### src/rtl/memory_bank.sv
// memory_bank: single-port register-file memory with a registered read port.
// Reads are write-first when a read and a write target the same word in the
// same cycle. Reset clears every word and the read outputs asynchronously.
module memory_bank #(
    parameter int WIDTH  = 8,
    parameter int ADDR_W = 4
) (
    input  logic              clk,
    input  logic              rst,
    input  logic              cs,
    input  logic              w,
    input  logic              r,
    input  logic [ADDR_W-1:0] addr,
    input  logic [WIDTH-1:0]  DIn,
    output logic [WIDTH-1:0]  DOut,
    output logic              valid
);

    localparam int DEPTH = 1 << ADDR_W;

    logic [WIDTH-1:0] mem [DEPTH];
    logic             wr_en;
    logic             rd_en;

    // Chip select gates both requests; an X on w or r with cs low resolves to 0.
    assign wr_en = cs & w;
    assign rd_en = cs & r;

    // Storage array: cleared by reset, otherwise updated at the addressed word only.
    always_ff @(posedge clk or posedge rst) begin
        if (rst) begin
            for (int i = 0; i < DEPTH; i++) begin
                mem[i] <= '0;
            end
        end else if (wr_en) begin
            mem[addr] <= DIn;
        end
    end

    // Read port: DOut captures the word (or the incoming write data on a same-cycle write) and holds otherwise.
    always_ff @(posedge clk or posedge rst) begin
        if (rst) begin
            DOut  <= '0;
            valid <= 1'b0;
        end else begin
            valid <= rd_en;
            if (rd_en) begin
                DOut <= wr_en ? DIn : mem[addr];
            end
        end
    end

endmodule
### config.mk
export PLATFORM = sky130hd
export DESIGN_NAME = memory_bank
export DESIGN_NICKNAME = d
export VERILOG_FILES = /design/src/rtl/memory_bank.sv
export SDC_FILE = /design/constraint.sdc
export NUM_CORES = 1
export LEC_CHECK = 0
export ABC_CLOCK_PERIOD_IN_PS = 4700
export BUFFER_PORTS_ARGS = -buffer_cell sky130_fd_sc_hd__clkbuf_2
export CAP_MARGIN = 20
export CORE_MARGIN = 10
export CORE_UTILIZATION = 30
export CTS_BUF_LIST = sky130_fd_sc_hd__clkbuf_4
export DETAILED_ROUTE_END_ITERATION = 6
export GPL_TIMING_DRIVEN = 0
export HOLD_SLACK_MARGIN = 0.06
export PLACE_DENSITY_LB_ADDON = 0.05
export SLEW_MARGIN = 0
export SYNTH_ARGS = -nofsm -noshare
export SYNTH_HDL_FRONTEND = slang
export SYNTH_SLANG_ARGS = --single-unit
### constraint.sdc
create_clock -name clk -period 4.7 [get_ports clk]
set_input_delay 0.47 -clock clk [delete_from_list [all_inputs] [get_ports clk]]
set_output_delay 0.47 -clock clk [all_outputs]
set_load 0.01 [all_outputs]
==> impl_metrics.csv <==
group,metric,value,unit
synthesis,synthArstFlopShare,100,%
global_route,grtUsageMet1,17.0,%
critical_path,startpoint_type,"input port",
global_route,grt_use_met2,21.7,%
layout,instances_no_fill,776,
global_route,busiest_layer,"met2",
synthesis,synth.distinct_cells,37,
synthesis,synth_simple_gate_area_share,5.24,%
layout,utilization,34.4,%
critical_path,crit_path_end_kind,"register",
synthesis,yosys.area_share.adder,0,%
timing,holdWs,0.264,ns
status,run_status,"complete, no violations",
clock_tree,clockBufferDepth,2,
die,fp-row-count,53,
layout,final_nets,505,
layout,fillers,2144,
synthesis,yosysMostFrequentCell,"dfrtp_1",
power,total_power,2.92,mW
synthesis,synth-edff-count,0,
detailed_routing,wl,18100,um
clock_tree,tritoncts.num_buffers,17,
timing,setup_viol,0,
timing,rsz0062_at_grt,"false",
layout,syn_to_final_growth,13.1,%
synthesis,synth-seq-cells,137,
synthesis,syn_avg_cell_area,14.3,um^2
place,hpwl,12500,um
layout,drive_gt1_share,45.5,%
synthesis,synth_compound_area_share,4.64,%
critical_path,crit_chain,"buf_2 -> buf_2 -> mux4_2 -> a2111oi_0 -> a311oi_1",
clock_tree,clkTransAtPathRegs,0.12,ns
timing,final.setup_skew,0.0121,ns
die,die_h,166,um
critical_path,cpLargestDelayFamily,"compound AO/OA/AOI/OAI gates",
place,gp_congestion,0.761,
clock_tree,postCtsSetupBuffers,0,
global_route,met3_usage,3.36,%
synthesis,syn_inst,444,
critical_path,path_max_fanout,10,
synthesis,synthTopCellsByCount,"dfrtp_1, mux2_2, mux2i_1",
global_route,grt_first_pass_wirelength,27800,um
global_route,grt_pass1_vias,4286,
timing,maxSlewViolCount,0,
synthesis,synth_mux_area_share,33.5,%
clock_tree,h-tree-depth,4,
place,port_buffers,23,
critical_path,worstPathRequired,5.09,ns
die,dieArea,0.0275,mm^2
timing,fin_setup_tns,0,ns
synthesis,synthesis.area,0.00637,mm^2
min_path,hp-class,"in2reg",
clock_tree,post_cts_resized,0,
clock_tree,ctsHoldBuffers,1,
global_route,grt_overflow_total,0,
place,placed_area,0.00686,mm^2
critical_path,crit_arrival,2.45,ns
critical_path,max_stage_delay,0.82,ns
synthesis,synth_top_area_cell,"dfrtp_1",
synthesis,synth_top_area_share,53.8,%
clock_tree,clock_tree.root_cell,"clkbuf_4",
clock_tree,cts.sink_count,137,
global_route,grt_usage,13.3,%
timing,slew_headroom,39.5,%
global_route,antenna_found_initial,0,
clock_tree,clk_latency,0.56,ns
critical_path,critPathSlowestCell,"a2111oi_0",
timing,max_freq,485,MHz
die,die_width,166,um
detailed_routing,vias,3887,
die,start_util,30.4,%
synthesis,ys_warn_count,0,
synthesis,syn_nets,461,
global_route,grt_max_degree,80,
layout,stdcell_area,0.00720,mm^2
synthesis,synth_top_family_by_area,"multiplexers",
die,core_area,0.0210,mm^2
detailed_routing,dr.first_iter.drc_count,232,
critical_path,crit_top_cell,"buf_2",
detailed_routing,drcViolationCount,0,
critical_path,worstSetupPathType,"in2reg",
timing,period_share,43.8,%
power,power.leakage,3.19,nW
synthesis,yosysSeqAreaShare,53.8,%
flow_run,cap_violations,0,
timing,setup_ws,2.64,ns
layout,antenna_cells,0,
synthesis,synth_top_flop_cell,"dfrtp_1",
critical_path,r2r_setup_slack,2.78,ns
detailed_routing,ant_nets,0,
timing,final-hold-violation-count,0,
place,dp_slack,2.11,ns
critical_path,critical_path_buf_inv_count,2,
timing,tightest_slew,0.884,ns
clock_tree,tritoncts,"done",
synthesis,synth_xor_area_share,0,%
detailed_routing,wire_per_inst,23.3,um
die,ios,26,
power,p_per_area,405,mW/mm^2
place,place_inst,743,
timing,fin_crit,2.06,ns
detailed_routing,drt-pass1-iter-count,4,
detailed_routing,vias_per_cell,5.01,
power,ir_worst_vdd,134,uV
synthesis,synth_area_leaders,"dfrtp_1, mux2_2, mux4_2",
## final timing paths
check,start,to,cells past startpoint
worst min-delay path,DIn[5],mem[13],2
max in group asynchronous,rst,mem[33],4
min in group asynchronous,rst,mem[83],3
worst max-delay path,addr[2],DOut[3],5
worst min register to register,mem[96],mem[96],2
worst max register to register,mem[67],DOut[3],3
## power by group
part           total, mW  switching, mW  internal, mW
registers           1.51          0.114          1.40
logic              0.498          0.216         0.282
clock network      0.905          0.473         0.432
total               2.92          0.803          2.11
## final cells by class
class                   instances  area (um^2)  share of cell area [%]
clock inverters                14          196                    2.73
inverters                       8         35.0                   0.486
clock buffers                  18          135                    1.88
plain buffers                  27          148                    2.05
multi-input cells             272         2760                    38.4
repair buffers                 25          153                    2.12
well taps                     275          344                    4.78
flip-flops and latches        137         3430                    47.6
## per-layer routing
| metal | part of all wire, % | up-vias |
|---|---|---|
| met5 | 0 | - |
| met4 | 1.7 | 0 |
| met3 | 3.0 | 13 |
| met2 | 49 | 65 |
| met1 | 46 | 2077 |
| li1 | - | 1732 |
## worst reg2reg max path, stage by stage, from the launching register on
cell and delay (ns):
dfrtp_1 0.40, mux4_2 0.46, a2111oi_0 0.82, a311oi_1 0.09
## layout by cell type, fill, tap and decap left out, types with 4 or more instances in the layout
cell type and n:
a211oi_1 5, a21oi_1 13, a221oi_1 4, buf_2 10, bufinv_16 4, clkbuf_1 11
clkbuf_2 23, clkbuf_4 18, dfrtp_1 137, inv_1 6, inv_6 4, mux2_2 116
mux2_4 8, mux2i_1 28, mux4_2 19, nand2_1 9, nand2b_1 6, nand3_1 4
nand3b_1 5, nor2_1 7, nor2_2 6, nor3_1 5, o21ai_0 12, o22ai_1 4
## kinds of logic after synthesis
family | count (synthesis)
multiplexers | 171
flip-flops | 137
AND/OR/NAND/NOR | 54
AO/OA/AOI/OAI | 47
buffers and inverters | 35
## flip-flops by register name, summed over array words and instances (netlist names)
signal  count
mem       128
DOut        8
valid       1
No activity file was read; power rests on OpenSTA's default activity.
